**src/rtl/instr_feeder_pkg.sv**
```systemverilog
// instr_feeder_pkg: shared types and defaults for the instruction feeder.
//   feeder_state_t  - sequencer state encoding
//   DEFAULT_TIMEOUT - default wait-state cycle budget
//   is_running()    - true for states in which the feeder reports busy
package instr_feeder_pkg;

  localparam int unsigned DEFAULT_TIMEOUT = 64;

  typedef enum logic [2:0] {
    ST_IDLE,
    ST_LOAD,
    ST_START,
    ST_ACK,
    ST_EXEC,
    ST_NEXT,
    ST_DONE,
    ST_ERR
  } feeder_state_t;

  // Busy covers every state between an accepted start and the return to idle.
  function automatic logic is_running(input feeder_state_t st);
    return !((st == ST_IDLE) || (st == ST_ERR));
  endfunction

endpackage

```
**src/rtl/instr_feeder_buffer.sv**
```systemverilog
// prog_buffer: SIZE x WIDTH program store.
//   clk, reset    - clock, async active-high reset (clears every entry)
//   we/waddr/wdata - synchronous write port
//   raddr/rdata_c  - combinational read port
module prog_buffer #(
  parameter int unsigned SIZE       = 8,
  parameter int unsigned WIDTH      = 16,
  parameter int unsigned ADDR_WIDTH = $clog2(SIZE)
) (
  input  logic                  clk,
  input  logic                  reset,
  input  logic                  we,
  input  logic [ADDR_WIDTH-1:0] waddr,
  input  logic [WIDTH-1:0]      wdata,
  input  logic [ADDR_WIDTH-1:0] raddr,
  output logic [WIDTH-1:0]      rdata_c
);

  logic [WIDTH-1:0] mem [SIZE];

  // Storage array with write port
  always_ff @(posedge clk or posedge reset) begin
    if (reset) begin
      for (int unsigned i = 0; i < SIZE; i++) begin
        mem[i] <= '0;
      end
    end else if (we) begin
      mem[waddr] <= wdata;
    end
  end

  assign rdata_c = mem[raddr];

endmodule

```
**src/rtl/instr_feeder.sv**
```systemverilog
// instr_feeder: host-side sequencer driving the CPU instruction interface.
// Loads each buffered instruction into the CPU, strobes start, waits for the
// CPU wait flag to drop and return, captures the result, and repeats.
//   clk, reset                     - clock, async active-high reset
//   prog_we/prog_addr/prog_data    - program buffer write (idle only)
//   prog_len, start                - run request (idle or error only)
//   busy, done, error, pc          - run status
//   instruction_in, load_instr, s  - CPU instruction handshake outputs
//   w, cpu_out                     - CPU wait flag and datapath result
//   result, result_valid           - captured CPU result
module instr_feeder
  import instr_feeder_pkg::*;
#(
  parameter int unsigned SIZE       = 8,
  parameter int unsigned WIDTH      = 16,
  parameter int unsigned TIMEOUT    = DEFAULT_TIMEOUT,
  localparam int unsigned ADDR_WIDTH = $clog2(SIZE)
) (
  input  logic                  clk,
  input  logic                  reset,
  input  logic                  prog_we,
  input  logic [ADDR_WIDTH-1:0] prog_addr,
  input  logic [WIDTH-1:0]      prog_data,
  input  logic [ADDR_WIDTH:0]   prog_len,
  input  logic                  start,
  output logic                  busy,
  output logic                  done,
  output logic                  error,
  output logic [ADDR_WIDTH-1:0] pc,
  output logic [WIDTH-1:0]      instruction_in,
  output logic                  load_instr,
  output logic                  s,
  input  logic                  w,
  input  logic [WIDTH-1:0]      cpu_out,
  output logic [WIDTH-1:0]      result,
  output logic                  result_valid
);

  localparam int unsigned LEN_WIDTH   = ADDR_WIDTH + 1;
  localparam int unsigned TIMER_WIDTH = $clog2(TIMEOUT + 1);

  feeder_state_t          state_q, state_d;
  logic [ADDR_WIDTH-1:0]  pc_d;
  logic [LEN_WIDTH-1:0]   len_q, len_d;
  logic [TIMER_WIDTH-1:0] timer_q, timer_d;

  logic                   busy_d, done_d, error_d, load_instr_d, s_d, result_valid_d;
  logic [WIDTH-1:0]       instr_d, result_d;

  logic                   buf_we_c;
  logic                   start_ok_c;
  logic [LEN_WIDTH-1:0]   len_clamped_c;
  logic [LEN_WIDTH-1:0]   pc_inc_c;
  logic [TIMER_WIDTH-1:0] timer_inc_c;
  logic                   timeout_c;
  logic [WIDTH-1:0]       rd_word_c;
  logic [WIDTH-1:0]       load_word_c;

  assign buf_we_c      = prog_we && (state_q == ST_IDLE);
  assign start_ok_c    = start && ((state_q == ST_IDLE) || (state_q == ST_ERR));
  assign len_clamped_c = (prog_len > LEN_WIDTH'(SIZE)) ? LEN_WIDTH'(SIZE) : prog_len;
  assign pc_inc_c      = {1'b0, pc} + LEN_WIDTH'(1);
  assign timer_inc_c   = (timer_q == TIMER_WIDTH'(TIMEOUT)) ? timer_q
                                                            : timer_q + TIMER_WIDTH'(1);
  assign timeout_c     = (timer_inc_c == TIMER_WIDTH'(TIMEOUT));

  prog_buffer #(
    .SIZE      (SIZE),
    .WIDTH     (WIDTH),
    .ADDR_WIDTH(ADDR_WIDTH)
  ) u_buf (
    .clk    (clk),
    .reset  (reset),
    .we     (buf_we_c),
    .waddr  (prog_addr),
    .wdata  (prog_data),
    .raddr  (pc_d),
    .rdata_c(rd_word_c)
  );

  // A write landing on the same edge as the load must be seen by that load.
  assign load_word_c = (buf_we_c && (prog_addr == pc_d)) ? prog_data : rd_word_c;

  // State, counters and registered outputs
  always_ff @(posedge clk or posedge reset) begin
    if (reset) begin
      state_q        <= ST_IDLE;
      pc             <= '0;
      len_q          <= '0;
      timer_q        <= '0;
      busy           <= 1'b0;
      done           <= 1'b0;
      error          <= 1'b0;
      load_instr     <= 1'b0;
      s              <= 1'b0;
      result_valid   <= 1'b0;
      instruction_in <= '0;
      result         <= '0;
    end else begin
      state_q        <= state_d;
      pc             <= pc_d;
      len_q          <= len_d;
      timer_q        <= timer_d;
      busy           <= busy_d;
      done           <= done_d;
      error          <= error_d;
      load_instr     <= load_instr_d;
      s              <= s_d;
      result_valid   <= result_valid_d;
      instruction_in <= instr_d;
      result         <= result_d;
    end
  end

  // Next-state, program counter, length latch and wait timer
  always_comb begin
    state_d = state_q;
    pc_d    = pc;
    len_d   = len_q;
    timer_d = timer_q;
    unique case (state_q)
      ST_IDLE, ST_ERR: begin
        if (start_ok_c) begin
          len_d   = len_clamped_c;
          pc_d    = '0;
          timer_d = '0;
          state_d = (len_clamped_c == '0) ? ST_DONE : ST_LOAD;
        end
      end
      ST_LOAD: state_d = ST_START;
      ST_START: begin
        timer_d = '0;
        state_d = ST_ACK;
      end
      ST_ACK: begin
        if (!w) begin
          timer_d = '0;
          state_d = ST_EXEC;
        end else if (timeout_c) begin
          state_d = ST_ERR;
        end else begin
          timer_d = timer_inc_c;
        end
      end
      ST_EXEC: begin
        if (w) begin
          state_d = ST_NEXT;
        end else if (timeout_c) begin
          state_d = ST_ERR;
        end else begin
          timer_d = timer_inc_c;
        end
      end
      ST_NEXT: begin
        if (pc_inc_c == len_q) begin
          state_d = ST_DONE;
        end else begin
          pc_d    = pc + ADDR_WIDTH'(1);
          state_d = ST_LOAD;
        end
      end
      ST_DONE: state_d = ST_IDLE;
      default: state_d = ST_IDLE;
    endcase
  end

  // Output values for the coming cycle, aligned with the state being entered
  always_comb begin
    busy_d         = is_running(state_d);
    done_d         = (state_d == ST_DONE);
    error_d        = (state_d == ST_ERR);
    load_instr_d   = (state_d == ST_LOAD);
    s_d            = (state_d == ST_START);
    result_valid_d = (state_q == ST_EXEC) && w;
    instr_d        = instruction_in;
    result_d       = result;
    if (state_d == ST_LOAD) begin
      instr_d = load_word_c;
    end
    if (result_valid_d) begin
      result_d = cpu_out;
    end
  end

endmodule

```
**config.mk**
```make
export PLATFORM = sky130hd
export DESIGN_NAME = instr_feeder
export DESIGN_NICKNAME = d
export VERILOG_FILES = /design/src/rtl/instr_feeder_pkg.sv /design/src/rtl/instr_feeder_buffer.sv /design/src/rtl/instr_feeder.sv
export SDC_FILE = /design/constraint.sdc
export NUM_CORES = 1
export LEC_CHECK = 0
export CORE_MARGIN = 2
export CORE_UTILIZATION = 55
export CTS_CLUSTER_SIZE = 24
export DETAILED_ROUTE_END_ITERATION = 6
export PLACE_DENSITY = 0.88
export SETUP_SLACK_MARGIN = 0.1
export SYNTH_ARGS = -nofsm -noshare
export SYNTH_HDL_FRONTEND = slang
export SYNTH_SLANG_ARGS = --single-unit
```
**constraint.sdc**
```tcl
create_clock -name clk -period 14.2 [get_ports clk]
set_input_delay 4.26 -clock clk [delete_from_list [all_inputs] [get_ports clk]]
set_output_delay 4.26 -clock clk [all_outputs]
set_load 0.01 [all_outputs]
```
Word level (Yosys, flattened, before mapping)
Cells that the tools add are included.

Register bits: 183. Bits of input ports: 44. Output and inout port bits: 41. Logic and storage cells: 85.

Add/subtract/negate cells: 3. Magnitude comparators: 4. Eq/ne operators: 17. Multiplexer cells: 24. Bitwise gates (word level): 2. Reductions and logical operators: 15.

Operators by type and width (count): 128-bit bitwise mux (1); 16-bit 2-to-1 mux (4); 16-bit binary-select mux with 3-bit select (1); 16-bit demux with 3-bit select (1); 7-bit 2-to-1 mux (5); 7-bit case mux with 4 select lines (1); 3-bit 2-to-1 mux (8); 3-bit case mux with 7 select lines (1); 3-bit == test (second input constant) (6); 7-bit == test (second input constant) (2); 3-bit by 2-bit == test with 1-bit output (second input constant) (3); 4-bit >= comparator (second input constant) (2); 3-bit NOT with 4-bit output (2); 7-bit by 1-bit adder with 7-bit output (second input constant) (1); 3-bit by 1-bit == test with 1-bit output (second input constant) (2); 3-bit zero test (2); 3-bit case mux with 2 select lines (1); 1-bit logical AND (5); 3-bit by 1-bit adder with 4-bit output (second input constant) (1); 4-bit == test (1); 4-bit > comparator (second input constant) (1); 4-bit zero test (1); 4-bit by 1-bit < comparator with 1-bit output (second input constant) (1); 4-bit 2-to-1 mux (1); other kinds (9) (11).

Longest topological paths before layout
Gate-level depths: netlist of run 1.

Word-level depth: 10. Gate-level depth with buffers: 13. Gate-level depth less buffers: 10.

Hierarchy
From an unflattened synthesis of run 1, not the netlist that was laid out.

Cell total of the unflattened synthesis: 647. Area total of the unflattened synthesis: 9067.4 µm².

Modules (own cells, without submodules): prog_buffer (times used 1, cells an instance 338, area an instance 6024.5 µm², seq. area each 3203.1 µm²); instr_feeder (times used 1, cells an instance 309, area an instance 3042.9 µm², seq. area each 1376.3 µm²).

Worst setup path before layout of run 1
Ideal clock, no wire load.

Path type: input-to-reg. From: input port start. To: register instruction_in[6]. Library setup time: 0.143 ns. Data arrival time: 6.229 ns. Data required time: 14.057 ns. Path slack: 7.829 ns. Stages on the path: 10. Path buffers: 2. Cell sequence: nand2b_1 > a32o_1 > buf_2 > nand2_1 > o211ai_1 > nand2_2 > buf_2 > mux2_2 > a221oi_1 > a221oi_1.

Cells in the longest elaborated chain, start to end: 8. Elaborated cells on any way between the ends: 13. Those cells by class: 2 x eq/ne; 8 x mux; 1 x bitwise; 2 x reduce/logical.

Ends and longest elaborated chain: start: declaration (line instr_feeder.sv:25) `input logic start,`; 1-bit logical AND (*) (line instr_feeder.sv:60) `assign start_ok_c = start && ((state_q == ST_IDLE) || (state_q == ST_ERR));`; 3-bit 2-to-1 mux (line instr_feeder.sv:123) `if (start_ok_c) begin`; 3-bit case mux with 2 select lines (line instr_feeder.sv:121) `unique case (state_q)`; 3-bit NOT with 4-bit output (implied by the code) (line instr_feeder_buffer.sv:32) `assign rdata_c = mem[raddr];`; 16-bit binary-select mux with 3-bit select (line instr_feeder_buffer.sv:32); 16-bit 2-to-1 mux (implied by the code) (2 in a row) (line instr_feeder_buffer.sv:32); 16-bit 2-to-1 mux (line instr_feeder.sv:82) `assign load_word_c = (buf_we_c && (prog_addr == pc_d)) ? prog_data : rd_word_c;`; end signal: assignment (line instr_feeder.sv:110) `instruction_in <= instr_d;`; end: declaration (line instr_feeder.sv:30) `output logic [WIDTH-1:0] instruction_in,`.

Every way passes the cells marked *; elsewhere a longest branch is shown, timed or not. The select of a mux whose other input is x is not followed. A chain may end at the register's enable or synchronous reset.

Final worst setup path of run 1
From: input port start. To: register instruction_in[0].

Same word-level chain as after synthesis.

==> results of run 1 <==
how the worst max path moves through the flow:
stage / depth (start not counted) / slack [ns] / from / endpoint
6_report: 10 / 6.77 / start / instruction_in[0]
4_1_cts: 10 / 6.87 / start / instruction_in[0]
3_5_place_dp: 10 / 6.49 / start / instruction_in[10]
2_1_floorplan: 1 / 4.97 / reset / busy
3_3_place_gp: 10 / 6.64 / start / instruction_in[1]
5_1_grt: 10 / 6.60 / start / instruction_in[0]
where the power goes:
part	internal, W	leakage [nW]	total (W)	switching [W]
clock	0.000284	0.289	0.000492	0.000208
sequential	0.000702	2.38	0.000839	0.000137
combinational	0.000378	1.76	0.000772	0.000394
routing by layer:
layer	GRT usage, %	wire (um)	up-vias
met5	0	0	-
met4	10.9	606	0
met3	6.48	1350	65
met2	41.3	10300	264
met1	33.8	8580	3199
li1	-	-	2876
layout make-up:
class / count / area share (%)
sequential: 183 / 44.8
tap: 211 / 2.58
clock inverter: 13 / 1.66
multi-input combinational: 509 / 36.8
inverter: 25 / 0.967
clock buffer: 19 / 4.33
timing repair buffer: 93 / 8.89
metrics by stage:
step	util [%]	cell area, um2	std cells	total power (W)
finish	66.8	10200	1053	0.00210
global route	66.8	10200	1053	0.00221
floorplan	-	8660	762	0.00133
CTS	66.8	10200	1053	0.00210
detailed placement	62.8	9610	1021	0.00160
global placement	62.8	9610	1021	0.00156
registers in the layout (all words and copies together), names as in the netlist:
register	flops
pc	3
state_q	3
busy	1
done	1
s	1
result	16
len_q	4
result_valid	1
instruction_in	16
load_instr	1
error	1
u_buf.mem	128
timer_q	7
synth_stat cells, types with 4 or more instances:
cell      count
nor2b_1       4
dfrtp_1     183
mux2_2      117
nor3_1        6
o21ai_0      74
a32oi_1       4
a221oi_1     29
nand2b_1     10
a21oi_1       9
and3_1        5
mux2i_1      35
o21a_1        4
xnor2_1       6
nand2_1      83
o22a_1       14
clkbuf_1     28
nand3_1       6
nand3b_1      4
a31oi_1       6
nor2_1       38
buf_2         8
inv_1        25
buf_6         6
tightest hold or removal path: cells and delay by family (launching register included):
family          cells  cell delay (ns)
simple gates        1             0.05
flops               1             0.35
compound gates      1             0.06
kinds of logic after synthesis:
kind of cell / count (synthesis) / synth area share [%]
AND/OR/NAND/NOR: 178 / 9.57
flip-flops: 183 / 52.9
multiplexers: 152 / 19.2
buffers and inverters: 70 / 3.75
AO/OA/AOI/OAI: 168 / 13.3
adder cells (fa/ha/maj): 3 / 0.433
XOR/XNOR: 8 / 0.809
==> impl_metrics.ini, run 1 <==
[status]
status = complete, no violations

[cells_and_area]
layout_common_cells = dfrtp_1 (183), mux2_2 (117), clkdlybuf4s50_1 (84)
nets = 876
layout_commonest_cell = dfrtp_1
drive_above_1_share_pct = 20.2
num-fill-cells = 1101
multiInputGateArea_um2 = 3760
seq_area_um2 = 4580
syn_to_final_growth_pct = 18.0
n_antenna_cell = 0

[placed_design]
place_congestion = 0.867
dp_slack_ns = 6.49
io_buffers = 84
dp_hpwl_mm = 13.0

[synthesis]
synth_area_um2 = 8660
avgSynthCellArea_um2 = 11.4
ys.warnings.count = 0
syn-num-nets = 809
yosys.area.top_type_share_pct = 52.9
synth_edf_count = 0
synth.distinct_cells = 59
ys_ff_latch = 183
synthArstFlopShare_pct = 100
synthTopCellsByArea = dfrtp_1 (53%), mux2_2 (15%), o21ai_0 (4.3%), mux2i_1 (4.0%), nand2_1 (3.6%)
synth-main-ff-cell = dfrtp_1
ys_seq_area_share_pct = 52.9
synth.largest_area_cell = dfrtp_1
syn-instance-count = 762

[power]
peakVddDrop_mv = 0.106
p_leak_nw = 4.43
power.density_nw_per_um2 = 206

[grt]
grt_pass1_vias = 6369
grt_pass1_wl_mm = 33.3
grt_max_degree = 95
grt_remaining_overflow = 0
grt_antenna_before_repair = 0
grt_use_total_pct = 25.8

[floorplanning]
num_rows = 45
die_width_um = 130
die_h_um = 130
initial_core_util_pct = 56.6
die_area_um2 = 16800
io_pins = 85
coreArea_um2 = 15300

[cts]
cts_buffers = 17
clk_latency_ns = 0.44
clk_pin_slew_ns = 0.07
cts_sinks = 183
cts_resized = 0
postCtsSetupBuffers = 0
h-tree-depth = 4
hold_buffers = 0
clock-root-buffer = clkbuf_16
clockBufferDepth = 2
cts_tree = built

[timing]
rsz0062_at_grt = no
layout_min_cycle_time_ns = 7.43
hold_viol = 0
fin_ws_ns = 6.77
drv_slew = 0
tightest_slew_ns = 1.27
skew_ns = 0.0126
setup_viol = 0
timing.hold.ws_ns = 0.484
fmaxAchievable_mhz = 135
tns_ns = 0
fin_crit_sh_pct = 52.3
slew_headroom_pct = 15.1

[critical_path]
crit_chain = clkdlybuf4s50_1 > nand2b_1 > a32o_1 > nand2_1 > o211ai_1 > nand2_2 > buf_4 > mux2_2 > a221oi_1 > a221oi_1
worstPathRequired_ns = 14.50
crit_top_cell = a221oi_1
slowest_delay_ns = 0.72
worstSetupPathType = in -> reg
r2r-end = instruction_in[0]
cpLargestDelayFamily = buffers and inverters
r2r_setup_slack_ns = 10.14
cp_num_buf_inv = 2
cp_max_fo = 61
start_kind = input port
regToRegStartpoint = pc[0]
crit_arrival_ns = 7.73
reg2reg_depth = 10
crit_path_top_delay_cell = buf_4
endpoint_kind = flip-flop

[drt]
drt_pre_antenna_iters = 5
avgViaCountPerCell = 6.08
drt-total-wl_mm = 20.8
vias = 6404
ant_nets = 0
drtIter0Drc = 623
drc = 0
routedWlPerCell_um = 19.7

[hold_path]
worstHoldPathCells = 2
hold_path.class = reg -> reg
hp-start = u_buf.mem[98]
worstHoldEndpoint = u_buf.mem[98]

[flow_run]
max_cap_violations = 0
No activity file was read; power rests on OpenSTA's default activity.
==> run 2: changes to the inputs <==
--- a/config.mk
+++ b/config.mk
@@ -6,7 +6,7 @@
 export NUM_CORES = 1
 export LEC_CHECK = 0
 export CORE_MARGIN = 2
-export CORE_UTILIZATION = 55
+export CORE_UTILIZATION = 52
 export CTS_CLUSTER_SIZE = 24
 export DETAILED_ROUTE_END_ITERATION = 6
 export PLACE_DENSITY = 0.88
==> constraint.sdc (replaced) <==
create_clock -name clk -period 6.6 [get_ports clk]
set_input_delay 1.98 -clock clk [delete_from_list [all_inputs] [get_ports clk]]
set_output_delay 1.98 -clock clk [all_outputs]
set_load 0.01 [all_outputs]
==> run 2 against run 1 <==
Effect of this change: first-iteration DRC count decreased by 14%; worst setup slack worse by 5.3 ns; sequential cell count is the same; design area up 0.23%; sequential share of layout area decreased by 0.10 points; register-to-register slack worse by 7.5 ns; total power up 110%; die area is 5.6% higher; non-clock buffer count rose by 4; critical path depth is the same; largest power group unchanged.
==> impl_metrics.ini, run 2 (synthesis gave the netlist of run 1 again) <==
[cells_and_area]
num-fill-cells = 1202
layout_commonest_cell = dfrtp_1
largest_registers = u_buf.mem (128), instruction_in (16), result (16)
layout_common_cells = dfrtp_1 (183), mux2_2 (117), clkdlybuf4s50_1 (84)
regMostFlops = u_buf.mem
drive_above_1_share_pct = 20.4
syn_to_final_growth_pct = 18.3
largest_register_ffs = 128
n_antenna_cell = 0
nets = 880

[timing]
tightest_slew_ns = 1.16
fmaxAchievable_mhz = 197
hold_viol = 0
setup_viol = 0
slew_headroom_pct = 22.3
timing.hold.ws_ns = 0.482
layout_min_cycle_time_ns = 5.08
drv_slew = 0
fin_crit_sh_pct = 77.0
rsz0062_at_grt = no
skew_ns = 0.00975
tns_ns = 0

[grt]
grt_remaining_overflow = 0
grt_pass1_wl_mm = 33.1
grt_antenna_before_repair = 0
grt_use_total_pct = 23.9
grt_max_degree = 184
grt_pass1_vias = 6510

[power]
p_int_w = 0.00287
peakVddDrop_mv = 0.210
power.share.switching_pct = 35.6
power.density_nw_per_um2 = 434
seqPwrFrac_pct = 40.5
p_leak_nw = 4.44
p_comb_share_pct = 37.6
power.share.clock_pct = 21.9
p_switching_w = 0.00158

[critical_path]
crit_arrival_ns = 5.37
cp_max_fo = 27
worstSetupPathType = in -> reg
start_kind = input port
endpoint_kind = flip-flop
worstPathRequired_ns = 6.88

[placed_design]
io_buffers = 84
place_congestion = 0.842
dp_hpwl_mm = 13.0

[drt]
drtIter0Drc = 536
vias = 6371
routedWlPerCell_um = 19.2
avgViaCountPerCell = 5.98
drc = 0
ant_nets = 0
drt-total-wl_mm = 20.4
drt_pre_antenna_iters = 5

[cts]
cts_sinks = 183
hold_buffers = 0
cts_resized = 0
clk_pin_slew_ns = 0.07
cts_tree = built
clock-root-buffer = clkbuf_16
postCtsSetupBuffers = 0
clk_latency_ns = 0.43
clockBufferDepth = 2
h-tree-depth = 4
cts_buffers = 17

[floorplanning]
io_pins = 85
die_h_um = 133
initial_core_util_pct = 52.8
num_rows = 47
die_width_um = 133
coreArea_um2 = 16400
die_area_um2 = 17700

[status]
status = complete, no violations

[hold_path]
hold_path.class = reg -> reg

[flow_run]
max_cap_violations = 0
==> run 2: changes by cell type in the layout (fill, tap and decap cells not counted), sizes merged <==
cell / delta
bufinv: -2
clkinvlp: +1
buf: +4
clkbuf: +1
==> run 2: critical path, cell delays in order <==
cell	delay [ns]
clkdlybuf4s50_1	0.61
nor2b_1	0.28
a32o_1	0.37
nand2_1	0.26
o211ai_1	0.23
nand2_2	0.49
buf_12	0.38
mux2_2	0.29
a221oi_1	0.34
a221oi_1	0.12
==> run 2: worst paths after layout <==
kind,slack (ns),cells past startpoint,startpoint,to
max in group asynchronous,3.72,3,reset,instruction_in[3]
worst min-delay path,0.48,2,u_buf.mem[43],u_buf.mem[43]
min in group asynchronous,2.16,3,reset,result[0]
worst min register to register,0.48,2,u_buf.mem[43],u_buf.mem[43]
worst max-delay path,1.52,10,start,instruction_in[4]
worst max register to register,2.62,10,pc[0],instruction_in[4]
==> run 2: power groups by stage <==
| stage | Clock (W) | Combinational, W | Sequential, W |
|---|---|---|---|
| 2_1_floorplan | 0 | 0.00113 | 0.00174 |
| 3_3_place_gp | 0 | 0.00159 | 0.00179 |
| 3_5_place_dp | 0 | 0.00165 | 0.00181 |
| 4_1_cts | 0.000989 | 0.00167 | 0.00180 |
| 5_1_grt | 0.00103 | 0.00181 | 0.00185 |
| 6_report | 0.000976 | 0.00167 | 0.00180 |
==> run 2: layout make-up <==
class                   count  area [um2]  area share, %
multi-input cells         509        3770           36.8
clock inverters            12         119           1.16
inverters                  25        97.6          0.952
repair buffers             97         963           9.40
flip-flops and latches    183        4580           44.7
well taps                 220         275           2.69
clock buffers              20         447           4.36
==> run 2: per-stage QoR <==
stage,worst slack [ns],util (%),cell area [um2],cells,power [W]
after global routing,1.32,62.5,10200,1066,0.00469
after detailed placement,1.11,59.0,9680,1034,0.00346
after CTS,1.57,62.5,10200,1066,0.00445
after floorplan,2.27,-,8670,762,0.00287
final,1.52,62.5,10200,1066,0.00445
after global placement,1.26,59.0,9680,1034,0.00338
==> run 2: routing by layer <==
layer / part of all wire (%) / vias up / track usage [%]
li1: - / 2886 / -
met1: 41 / 3195 / 30.5
met2: 50 / 239 / 39.4
met3: 5.8 / 51 / 4.29
met4: 3.0 / 0 / 11.9
met5: 0 / - / 0
